**config.mk**
```make
export PLATFORM = sky130hd
export DESIGN_NAME = adc_frame_align
export DESIGN_NICKNAME = d
export VERILOG_FILES = /design/src/rtl/adc_frame_align.sv
export SDC_FILE = /design/constraint.sdc
export NUM_CORES = 1
export LEC_CHECK = 0
export ABC_AREA = 0
export CORE_MARGIN = 1.5
export CORE_UTILIZATION = 41
export DETAILED_ROUTE_END_ITERATION = 7
export PLACE_DENSITY = 0.61
export SYNTH_ARGS = -nofsm -noshare
export SYNTH_HDL_FRONTEND = slang
export SYNTH_SLANG_ARGS = --single-unit
export TNS_END_PERCENT = 30
```
**constraint.sdc**
```tcl
create_clock -name clk_i -period 5.3 [get_ports clk_i]
set_clock_uncertainty 0.15 [all_clocks]
set_input_delay 1.06 -clock clk_i [delete_from_list [all_inputs] [get_ports clk_i]]
set_output_delay 1.06 -clock clk_i [all_outputs]
set_load 0.1 [all_outputs]
```
**src/rtl/adc_frame_align.sv**
```systemverilog
// adc_frame_align: bitslips the ADC lane deserializers until the frame word matches FR_PAT, then verifies and monitors lock
module adc_frame_align #(
  parameter int             FRW      = 8,
  parameter logic [FRW-1:0] FR_PAT   = 8'b11110000,
  parameter int             RST_CYC  = 8,
  parameter int             SETTLE_N = 4,
  parameter int             VERIFY_N = 16,
  parameter int             MISS_MAX = 3
) (
  input  logic                   clk_i,
  input  logic                   rst_i,
  input  logic                   start_i,
  input  logic [FRW-1:0]         fr_word_i,
  input  logic                   fr_vld_i,
  output logic                   ser_rst_o,
  output logic                   bitslip_o,
  output logic                   busy_o,
  output logic                   locked_o,
  output logic                   err_o,
  output logic                   lost_o,
  output logic [$clog2(FRW):0]   slip_cnt_o
);
  localparam int M1 = RST_CYC > SETTLE_N ? RST_CYC : SETTLE_N;
  localparam int M2 = VERIFY_N > MISS_MAX ? VERIFY_N : MISS_MAX;
  localparam int CW = $clog2((M1 > M2 ? M1 : M2) + 1);
  localparam int SW = $clog2(FRW) + 1;
  localparam logic [CW-1:0] ONE       = CW'(1);
  localparam logic [CW-1:0] RST_LAST  = CW'(RST_CYC - 1);
  localparam logic [CW-1:0] SET_LAST  = CW'(SETTLE_N - 1);
  localparam logic [CW-1:0] VER_LAST  = CW'(VERIFY_N - 1);
  localparam logic [CW-1:0] MISS_LAST = CW'(MISS_MAX - 1);
  localparam logic [SW-1:0] SLIP_MAX  = SW'(FRW - 1);
  typedef enum logic [2:0] {IDLE, SER_RST, SETTLE, CHECK, SLIP, VERIFY, LOCKED, ERROR} state_t;
  state_t        r_state, w_nxt;
  logic [CW-1:0] r_cnt, w_cnt;
  logic [SW-1:0] w_slip;
  logic          w_lost, w_match, w_slip_max, w_enter;
  assign w_match    = fr_word_i == FR_PAT;
  assign w_slip_max = slip_cnt_o == SLIP_MAX;
  assign w_enter    = w_nxt != r_state;
  // outputs are registered from the next state so they line up with the state change
  always_ff @(posedge clk_i) begin
    if (rst_i) begin
      r_state    <= IDLE;
      r_cnt      <= '0;
      ser_rst_o  <= 1'b0;
      bitslip_o  <= 1'b0;
      busy_o     <= 1'b0;
      locked_o   <= 1'b0;
      err_o      <= 1'b0;
      lost_o     <= 1'b0;
      slip_cnt_o <= '0;
    end else begin
      r_state    <= w_nxt;
      r_cnt      <= w_cnt;
      ser_rst_o  <= w_nxt == SER_RST;
      bitslip_o  <= w_nxt == SLIP;
      busy_o     <= w_nxt inside {SER_RST, SETTLE, CHECK, SLIP, VERIFY};
      locked_o   <= w_nxt == LOCKED;
      err_o      <= w_nxt == ERROR;
      lost_o     <= w_lost;
      slip_cnt_o <= w_slip;
    end
  end
  always_comb begin
    w_nxt = r_state;
    case (r_state)
      IDLE, ERROR: w_nxt = start_i ? SER_RST : r_state;
      SER_RST:     w_nxt = r_cnt == RST_LAST ? SETTLE : SER_RST;
      SETTLE:      w_nxt = fr_vld_i && r_cnt == SET_LAST ? CHECK : SETTLE;
      CHECK:       if (fr_vld_i) w_nxt = w_match ? VERIFY : w_slip_max ? ERROR : SLIP;
      SLIP:        w_nxt = SETTLE;
      VERIFY:      if (fr_vld_i) w_nxt = !w_match ? (w_slip_max ? ERROR : SLIP) : r_cnt == VER_LAST ? LOCKED : VERIFY;
      LOCKED:      w_nxt = start_i ? SER_RST : fr_vld_i && !w_match && r_cnt == MISS_LAST ? SETTLE : LOCKED;
      default:     w_nxt = IDLE;
    endcase
  end
  // one shared counter: reset cycles, settle words, match count, miss count
  always_comb begin
    w_cnt = r_cnt;
    if (w_enter)
      w_cnt = w_nxt == VERIFY ? ONE : '0;
    else if (r_state == SER_RST || (fr_vld_i && r_state inside {SETTLE, VERIFY}))
      w_cnt = r_cnt + ONE;
    else if (fr_vld_i && r_state == LOCKED)
      w_cnt = w_match ? '0 : r_cnt + ONE;
    w_slip = w_nxt == SLIP ? slip_cnt_o + SW'(1)
           : (w_enter && w_nxt == SER_RST) || (r_state == LOCKED && w_nxt == SETTLE) ? '0
           : slip_cnt_o;
    w_lost = w_enter && w_nxt == SER_RST ? 1'b0
           : r_state == LOCKED && w_nxt == SETTLE ? 1'b1
           : lost_o;
  end
endmodule

```
* Word-level counts from Yosys, hierarchy flattened *
Index checks and enable logic that the tools add are counted.

word-level totals
  input bits = 12
  memories kept = 0
  register bits = 18
  word-level logic and storage cells = 68
  RAM bits = 0
  bits in read-only memories = 0
  output and inout bits = 10
  latch bits = 0

operators by class
  shifts and indexed selects = 0
  multipliers = 0
  muxes and demuxes = 19
  bitwise logic cells = 0
  divide/modulo/power cells = 0
  add/sub/neg operators = 2
  equality and inequality tests = 21
  magnitude comparators = 0
  reduce and logical (&&, ||, !) cells = 17

operator list
  kind                                            number
  == test 3 bit (second input constant)           8
  one-hot mux 3 bit (7 select lines)              1
  two-way mux 5 bit                               4
  two-way mux 3 bit                               6
  == test 3 x 2 -> 1 bit (second input constant)  4
  == test 5 x 2 -> 1 bit (second input constant)  2
  == test 8 bit (second input constant)           1
  two-way mux 2 bit                               4
  two-way mux 4 bit                               2
  logical AND 1 bit                               7
  == test 3 x 1 -> 1 bit (second input constant)  2
  adder 5 x 1 -> 5 bit (second input constant)    1
  == test 5 x 3 -> 1 bit (second input constant)  1
  == test 5 x 4 -> 1 bit (second input constant)  1
  nonzero test 5 bit                              1
  adder 4 x 1 -> 4 bit (second input constant)    1
  == test 4 x 3 -> 1 bit (second input constant)  1
  nonzero test 2 bit                              2
  OR reduction 2 bit                              2
  logical NOT 3 bit                               1
  != test 3 bit                                   1
  nonzero test 3 bit                              1
  logical OR 1 bit                                2
  two-way mux 1 bit                               2
  logical NOT 1 bit                               1

* Depth between registers and ports, before layout *
Gate-level depths: netlist of run 1.

  depth in word-level cells = 12
  depth in mapped cells = 10
  depth with buffers taken out = 10

* Worst setup path before layout of run 1 *
Ideal clock, no wire load.

  path kind = input -> register
  start = input port fr_word_i[1]
  end = register slip_cnt_o[2]
  buffers on the path = 0
  data required time = 5.091 ns
  setup time = 0.059 ns
  setup slack = 2.032 ns
  arrival time = 3.060 ns
  cell stages on the path = 7
  cells stage by stage = or4_4 -> o211ai_2 -> a22oi_1 -> or4_4 -> o211a_4 -> or3b_1 -> nand2_1

on the way
  cells in the longest elaborated chain, start to end = 11
  elaborated cells on any way between the ends = 20
  those cells by class = eq/ne: 5; mux: 8; reduce/logical: 7

ends and longest elaborated chain
  item                                         RTL line  text
  from (decl)                                  13        input logic [FRW-1:0] fr_word_i,
  == test 8 bit (*)                            38        assign w_match = fr_word_i == FR_PAT;
  logical NOT 1 bit                            74        LOCKED: w_nxt = start_i ? SER_RST : fr_vld_i && !w_match && r_cnt == MISS_LAST ? SETTLE : LOCKED;
  logical AND 1 bit (2 in a row)               74
  two-way mux 3 bit (2 in a row)               74
  one-hot mux 3 bit (7 select lines) (*)       67        case (r_state)
  != test 3 bit, or another cell as far along  40        assign w_enter = w_nxt != r_state;
  logical AND 1 bit                            88        : (w_enter && w_nxt == SER_RST) || (r_state == LOCKED && w_nxt == SETTLE) ? '0
  logical OR 1 bit                             88
  nonzero test 2 bit (no line)                 n/a
  to (signal assigned)                         62        slip_cnt_o <= w_slip;
  to (decl)                                    21        output logic [$clog2(FRW):0] slip_cnt_o

Every way passes the cells marked *; elsewhere a longest branch is shown, timed or not.
A chain may end at the register's enable or synchronous reset.

* Final worst setup path of run 1 *
Ends and elaborated chain as after synthesis.

==> results of run 1 <==
## cell usage in the layout (no fill, tap or decap), types with 2 or more instances in the layout
cell / n
a21oi_1: 8
a22oi_1: 2
and3b_1: 3
clkbuf_4: 3
clkdlybuf4s50_1: 21
dfxtp_1: 18
ha_1: 5
inv_1: 5
nand2_1: 9
nand3_1: 6
nand3b_1: 3
nand4_1: 3
nand4b_1: 3
nor2_1: 17
nor2b_1: 5
nor3_1: 10
nor4_1: 3
o21ai_0: 5
o21bai_1: 2
o22ai_1: 2
or2b_2: 2
or3_1: 3
or4_4: 2
## sequential cells by signal, summed over array words and instances (netlist names)
signal	cells
bitslip_o	1
busy_o	1
err_o	1
locked_o	1
lost_o	1
r_cnt	5
r_state	3
ser_rst_o	1
slip_cnt_o	4
## synth_stat cells, drive strengths merged, types with 5 or more instances
master,n
nor2,18
o21ai,6
nor3,10
dfxtp,18
ha,5
nand3,6
nor2b,5
inv,5
nand2,9
a21oi,8
## through the flow
stage | util, % | power (mW) | hold WS (ns)
global route | 51.6 | 0.257 | 0.385
CTS | 51.6 | 0.249 | 0.362
detailed placement | 50.8 | 0.184 | 0.341
finish | 51.6 | 0.246 | 0.364
global placement | 50.8 | 0.184 | 0.346
floorplan | - | 0.169 | 0.330
## tightest hold or removal path, cell delays in order, from the launching register on
cell and delay (ns):
dfxtp_1 0.32, nor2b_1 0.11, nor3_1 0.05
## routing by layer
metal | global-route usage [%] | part of all wire, %
met2 | 26.9 | 45
met1 | 23.3 | 49
met5 | 0 | 0
met3 | 4.08 | 5.6
met4 | 3.99 | 0.63
## cell type report
cell class                      count  area, um^2
Sequential cell                    18         360
Tap cell                           31        38.8
Inverter                            5        18.8
Clock buffer                        3        22.5
Fill cell                         266        1330
Timing Repair Buffer               21         210
Multi-Input combinational cell    118         773
## power by group through the flow
stage | combinational, mW | sequential (mW) | clock [mW]
final | 0.0415 | 0.140 | 0.0643
after global routing | 0.0445 | 0.140 | 0.0719
after CTS | 0.0413 | 0.140 | 0.0673
after detailed placement | 0.0411 | 0.143 | 0
after global placement | 0.0407 | 0.143 | 0
after floorplan | 0.0192 | 0.150 | 0
## cells by family (layout without fill, tap and decap cells)
group / count (synthesis) / after routing
buffers and inverters: 9 / 29
AO/OA/AOI/OAI: 34 / 34
adder cells (fa/ha/maj): 5 / 5
flip-flops: 18 / 18
AND/OR/NAND/NOR: 79 / 79
## how the worst max path moves through the flow
stage / from / end / slack, ns / depth (start not counted)
final: fr_word_i[1] / slip_cnt_o[2] / 1.75 / 8
after global routing: fr_word_i[1] / slip_cnt_o[2] / 1.56 / 8
after CTS: fr_word_i[1] / slip_cnt_o[2] / 1.78 / 8
after detailed placement: fr_word_i[1] / slip_cnt_o[2] / 1.47 / 8
after global placement: fr_word_i[1] / slip_cnt_o[2] / 1.52 / 8
after floorplan: fr_word_i[1] / slip_cnt_o[2] / 2.03 / 7
==> impl_metrics.tcl, run 1 <==
set metrics [dict create \
    cts_root_buf "clkbuf_4" \
    ys_ff_latch 18 \
    worst_slew_margin_rel_pct 34.9 \
    ff2ff_path_depth 8 \
    synthSimpleGateAreaFrac_pct 38.6 \
    fin_area_um2 1420 \
    grt_max_degree 18 \
    cp-end-kind "flop" \
    wl_per_cell_um 13.8 \
    yosys.area.top_type "dfxtp_1" \
    grt_usage_pct 16.9 \
    path_delay_family "simple AND/OR/NAND/NOR gates" \
    layout.cells.non_filler 196 \
    ys_async_sr_fraction_pct 0 \
    diodes 0 \
    finalHoldViolCount 0 \
    synth_top_family_by_area "simple AND/OR/NAND/NOR gates" \
    clk_pin_slew_ns 0.10 \
    synthCells 145 \
    crit_chain "clkdlybuf4s50_1 -> or4_4 -> o21ai_1 -> a21oi_1 -> or4_4 -> o211a_4 -> or3b_1 -> nand2_1" \
    synthesis.nets 162 \
    cts_tree "built" \
    dp_hpwl_mm 2.10 \
    synthAdderAreaFrac_pct 5.24 \
    tns_ns 0 \
    slowest_delay_ns 0.56 \
    io-pin-count 22 \
    layout.nets 184 \
    gr-total-overflow 0 \
    ys_seq_area_share_pct 30.2 \
    final.min_clock_period_ns 3.55 \
    cp.required_ns 5.39 \
    ys_warn_count 0 \
    rows 19 \
    power_frac_seq_pct 57.0 \
    cts_htree_levels 1 \
    fp.dieArea_um2 3250 \
    yosysUniqueCellTypes 49 \
    clock_latency_ns 0.28 \
    tightest_slew_ns 0.974 \
    maxSlewViolCount 0 \
    hold_buffers 0 \
    yosys-top-cells-area "dfxtp_1 30%, nor2_1 5.3%, ha_1 5.2%, nor3_1 4.2%, a21oi_1 3.4%" \
    outcome "finished, final reports clean" \
    fmax_mhz 282 \
    crit_type "in2reg" \
    portBuffers 21 \
    finalSetupViolCount 0 \
    r2r-end "slip_cnt_o[2]" \
    p_leak_nw 0.496 \
    rsz0062_at_grt "no" \
    post-cts-setup-buffer-count 0 \
    clkPwrFrac_pct 26.1 \
    holdPathStages 2 \
    dpl_worst_slack_ns 1.47 \
    worstHoldEndpoint "lost_o" \
    arrival_ns 3.63 \
    cts_made_buffers 3 \
    antenna_found_initial 0 \
    initial_core_util_pct 43.3 \
    grt_pass1_vias 1023 \
    setup_ws_ns 1.75 \
    critPathMaxFanout 5 \
    synth_area_um2 1190 \
    drt_iter0_markers 47 \
    synth_compound_area_share_pct 20.8 \
    clock_sinks 18 \
    avgSynthCellArea_um2 8.24 \
    synth.area.mux_share_pct 0 \
    p_sw_share_pct 26.3 \
    coreArea_um2 2760 \
    slowest_stage "or4_4" \
    reg2reg_from "r_cnt[0]" \
    die_y_um 57.0 \
    grt_first_pass_wirelength_mm 4.40 \
    cts_max_path_buffers 2 \
    cts-resized-gates 0 \
    final_antenna_net_count 0 \
    hold_class "reg2reg" \
    p_int_mw 0.181 \
    vias 1144 \
    path_buf_inv 1 \
    synth_enable_flop_cells 0 \
    p_comb_share_pct 16.9 \
    fin_crit_sh_pct 66.9 \
    yosysTopAreaCellShare_pct 30.2 \
    max-vdd-ir-drop_mv 0.204 \
    postPlaceCellArea_um2 1400 \
    wl_mm 2.71 \
    dieWidth_um 57.0 \
    post-route-drc-count 0 \
    powerDensity_nw_per_um2 173 \
    rrSetupSlack_ns 2.58 \
    vias_per_cell 5.84 \
    drtPass1Iterations 4 \
    hp-start "lost_o" \
    startpoint_type "input port" \
    cp_common_cell "or4_4" \
    gp_congestion 0.859 \
    p_switching_mw 0.0647 \
    synth_ff_type "dfxtp_1" \
    synth_xor_area_share_pct 0 \
    drive_above_1_share_pct 9.09 \
    syn_to_final_growth_pct 19.2 \
    dp.cells 193 \
    max-cap-violations 0 \
]
(Power assumes the default switching activity.)
==> inputs of run 2 (changes only) <==
clock period = 3.5 ns   (was 5.3 ns; I/O delays follow)
==> impl_metrics.tcl, run 2 (synthesis results as in run 1) <==
set metrics [dict create \
    wl_mm 2.63 \
    die_y_um 57.0 \
    cp.required_ns 3.59 \
    coreArea_um2 2760 \
    dp_hpwl_mm 2.02 \
    p_switching_mw 0.101 \
    reg2reg_from "r_state[2]" \
    vias 1132 \
    rrSetupSlack_ns 0.81 \
    diodes 0 \
    final.min_clock_period_ns 3.12 \
    finalHoldViolCount 0 \
    startpoint_type "input port" \
    syn_to_final_growth_pct 21.6 \
    largest_reg_flops 5 \
    fillers 269 \
    rows 19 \
    p_leak_nw 0.545 \
    grt_pass1_vias 1072 \
    initial_core_util_pct 43.3 \
    utilization_pct 52.7 \
    vias_per_cell 5.60 \
    cts_htree_levels 1 \
    finalSetupViolCount 0 \
    cp-end-kind "flop" \
    drtPass1Iterations 4 \
    gp_congestion 0.885 \
    final_antenna_net_count 0 \
    cts-resized-gates 0 \
    grt_max_degree 18 \
    max-cap-violations 0 \
    maxSlewViolCount 0 \
    cts_made_buffers 3 \
    antenna_found_initial 0 \
    rsz0062_at_grt "no" \
    powerDensity_nw_per_um2 276 \
    ff2ff_path_depth 7 \
    cts_tree "built" \
    setup_ws_ns 0.376 \
    power_frac_seq_pct 53.0 \
    regMostFlops "r_cnt" \
    worst_slew_margin_rel_pct 36.1 \
    io-pin-count 22 \
    cts_max_path_buffers 2 \
    p_comb_share_pct 16.1 \
    grt_usage_pct 17.5 \
    arrival_ns 3.22 \
    drt_iter0_markers 23 \
    max-vdd-ir-drop_mv 0.268 \
    critPathMaxFanout 5 \
    cts_root_buf "clkbuf_4" \
    tightest_slew_ns 0.955 \
    dpl_worst_slack_ns 0.0696 \
    dp.cells 198 \
    layout.cells.non_filler 202 \
    final_cell_mix "18 x dfxtp_1, 17 x nor2_1, 14 x buf_4, 12 x clkdlybuf4s50_1, 10 x nor3_1" \
    fin_crit_sh_pct 89.3 \
    largest_registers "r_cnt x5, slip_cnt_o x4, r_state x3" \
    clk_pin_slew_ns 0.09 \
    hold_buffers 0 \
    p_sw_share_pct 25.1 \
    tns_ns 0 \
    crit_path_end "slip_cnt_o[2]" \
    gr-total-overflow 0 \
    crit_type "in2reg" \
    p_total_mw 0.401 \
    hold_class "reg2reg" \
    fp.dieArea_um2 3250 \
    crit_start "fr_word_i[1]" \
    grt_first_pass_wirelength_mm 4.60 \
    dieWidth_um 57.0 \
    drive_above_1_share_pct 17.5 \
    fmax_mhz 320 \
    portBuffers 21 \
    wl_per_cell_um 13.0 \
    r2r-end "slip_cnt_o[2]" \
    p_int_mw 0.300 \
    clock_latency_ns 0.29 \
    clkPwrFrac_pct 30.9 \
    layout.nets 189 \
    clock_sinks 18 \
    post-route-drc-count 0 \
    layout_commonest_cell "dfxtp_1" \
    post-cts-setup-buffer-count 0 \
    outcome "finished, final reports clean" \
]
==> run 2: area by class of cell <==
class | count | area (um^2) | area share (%)
sequential | 18 | 360 | 24.8
timing repair buffer | 26 | 225 | 15.5
inverter | 5 | 18.8 | 1.29
tap | 31 | 38.8 | 2.67
multi-input combinational | 118 | 773 | 53.2
clock buffer | 4 | 36.3 | 2.50
==> run 2: worst min path at each step <==
stage / slack (ns) / start / depth (start not counted) / endpoint
after floorplan: 0.33 / r_cnt[3] / 2 / r_cnt[3]
after global placement: 0.36 / lost_o / 2 / lost_o
after detailed placement: 0.34 / lost_o / 2 / lost_o
after CTS: 0.36 / lost_o / 2 / lost_o
after global routing: 0.41 / r_cnt[3] / 2 / r_cnt[3]
final: 0.36 / lost_o / 2 / lost_o
==> run 2: stage by stage <==
step	area [um^2]	hold WS (ns)
after floorplan	1190	0.330
after global placement	1420	0.361
after detailed placement	1420	0.340
after CTS	1450	0.362
after global routing	1450	0.409
final	1450	0.364
==> run 2: power groups by stage <==
stage                     registers, mW  logic, mW  clock network [mW]
after global placement            0.217     0.0646                   0
after floorplan                   0.227     0.0291                   0
after global routing              0.213     0.0710               0.138
final                             0.212     0.0647               0.124
after CTS                         0.212     0.0651               0.129
after detailed placement          0.217     0.0649                   0
==> run 2: critical path: stages <==
cell and delay [ns]:
clkdlybuf4s50_1 0.42, or4_4 0.56, o211ai_2 0.19, a22oi_1 0.11, or4_4 0.54, o211a_4 0.28
or3b_1 0.35, nand2_1 0.07
==> run 2: layer usage <==
layer	wire length [um]	share of wire, %	vias to the layer above	global-route usage, %
li1	-	-	597	-
met1	1300	50	510	23.5
met2	1180	45	23	27.8
met3	120	4.6	2	5.22
met4	21	0.80	0	3.99
met5	0	0	-	0
==> inputs of run 3 (changes only) <==
CTS_CLUSTER_SIZE = 20   (was default)
GPL_TIMING_DRIVEN = 0   (was default)
==> impl_metrics.tcl, run 3 (synthesis results as in run 1) <==
set metrics [dict create \
    outcome "finished, final reports clean" \
    die_y_um 57.0 \
    drive_above_1_share_pct 11.2 \
    p_total_mw 0.406 \
    layout.cells.non_filler 201 \
    dp_hpwl_mm 2.21 \
    dp.cells 197 \
    layout.nets 188 \
    io-pin-count 22 \
    wl_per_cell_um 14.2 \
    cts_made_buffers 3 \
    fp.dieArea_um2 3250 \
    cp-end-kind "flop" \
    max-cap-violations 0 \
    final_cell_mix "21 x clkdlybuf4s50_1, 18 x dfxtp_1, 17 x nor2_1, 10 x nor3_1, 9 x nand2_1" \
    layout_commonest_cell "clkdlybuf4s50_1" \
    gr-total-overflow 0 \
    maxSlewViolCount 0 \
    vias_per_cell 5.84 \
    wl_mm 2.85 \
    crit_type "in2reg" \
    max-vdd-ir-drop_mv 0.326 \
    drt_iter0_markers 45 \
    clock_sinks 18 \
    rows 19 \
    portBuffers 21 \
    arrival_ns 3.31 \
    post-cts-setup-buffer-count 0 \
    slowest_delay_ns 0.61 \
    cts_tree "built" \
    hold_class "reg2reg" \
    finalHoldViolCount 0 \
    tightest_slew_ns 0.971 \
    crit_chain "clkdlybuf4s50_1 -> nor4b_1 -> a311oi_1 -> nor3_1 -> o22ai_1 -> nand3_1 -> or3b_1 -> nand2_1" \
    dieWidth_um 57.0 \
    grt_first_pass_wirelength_mm 4.98 \
    cts-resized-gates 0 \
    cts_root_buf "clkbuf_4" \
    largest_registers "r_cnt x5, slip_cnt_o x4, r_state x3" \
    p_leak_nw 0.525 \
    worst_slew_margin_rel_pct 35.1 \
    finalSetupViolCount 0 \
    rrSetupSlack_ns 0.65 \
    final_antenna_net_count 0 \
    grt_pass1_vias 1128 \
    cts_htree_levels 1 \
    fmax_mhz 310 \
    fin_area_um2 1480 \
    antenna_found_initial 0 \
    cts_max_path_buffers 2 \
    path_buf_inv 1 \
    initial_core_util_pct 43.3 \
    final.min_clock_period_ns 3.23 \
    startpoint_type "input port" \
    grt_max_degree 11 \
    slowest_stage "clkdlybuf4s50_1" \
    hold_buffers 0 \
    vias 1174 \
    gp_congestion 0.852 \
    critPathMaxFanout 8 \
    path_delay_family "simple AND/OR/NAND/NOR gates" \
    clk_pin_slew_ns 0.11 \
    regMostFlops "r_cnt" \
    clock_latency_ns 0.30 \
    cp.required_ns 3.59 \
    syn_to_final_growth_pct 23.9 \
    fin_crit_sh_pct 92.2 \
    grt_usage_pct 19.0 \
    rsz0062_at_grt "no" \
    postPlaceCellArea_um2 1440 \
    post-route-drc-count 0 \
    hold_ws_ns 0.358 \
    drtPass1Iterations 4 \
    diodes 0 \
    coreArea_um2 2760 \
    powerDensity_nw_per_um2 275 \
    largest_reg_flops 5 \
]
run 3: cell types whose count changed in the layout (fill, tap and decap cells not counted), sizes merged:
| cell | change |
|---|---|
| buf | -13 |
| clkdlybuf4s50 | +9 |
| clkbuf | +3 |
run 3: where the power goes:
group	internal, mW	switching [mW]
clock	0.0634	0.0648
sequential	0.208	0.00243
combinational	0.0282	0.0392
total	0.300	0.106
run 3: path summary, 6_finish.rpt:
path              startpoint            end  cells past startpoint
setup / recovery    fr_vld_i  slip_cnt_o[2]                      8
hold reg to reg       lost_o         lost_o                      2
setup reg to reg    r_cnt[0]  slip_cnt_o[2]                      8
hold / removal        lost_o         lost_o                      2
run 3: layer usage:
metal	wire length [um]	part of all wire, %	track usage [%]
met1	1400	49	26.6
met4	36	1.3	4.32
met3	117	4.1	4.08
met2	1300	46	30.0
met5	0	0	0
run 3: stage by stage:
stage	TNS [ns]	worst slack (ns)	utilization (%)
floorplan	0	0.592	-
global placement	0	0.0498	52.4
detailed placement	-0.0342	-0.0342	52.4
CTS	0	0.278	53.7
global route	0	0.0412	53.7
finish	0	0.273	53.7
run 3: final cells by class:
class / count / area, um^2
multi-input combinational: 118 / 773
sequential: 18 / 360
fill: 272 / 1280
inverter: 5 / 18.8
clock buffer: 4 / 36.3
timing repair buffer: 21 / 210
tap: 31 / 38.8
buffer: 4 / 42.5
run 3: tightest hold or removal path, stage by stage (launching register included):
cell	delay, ns
dfxtp_1	0.33
nor2b_1	0.10
nor3_1	0.05
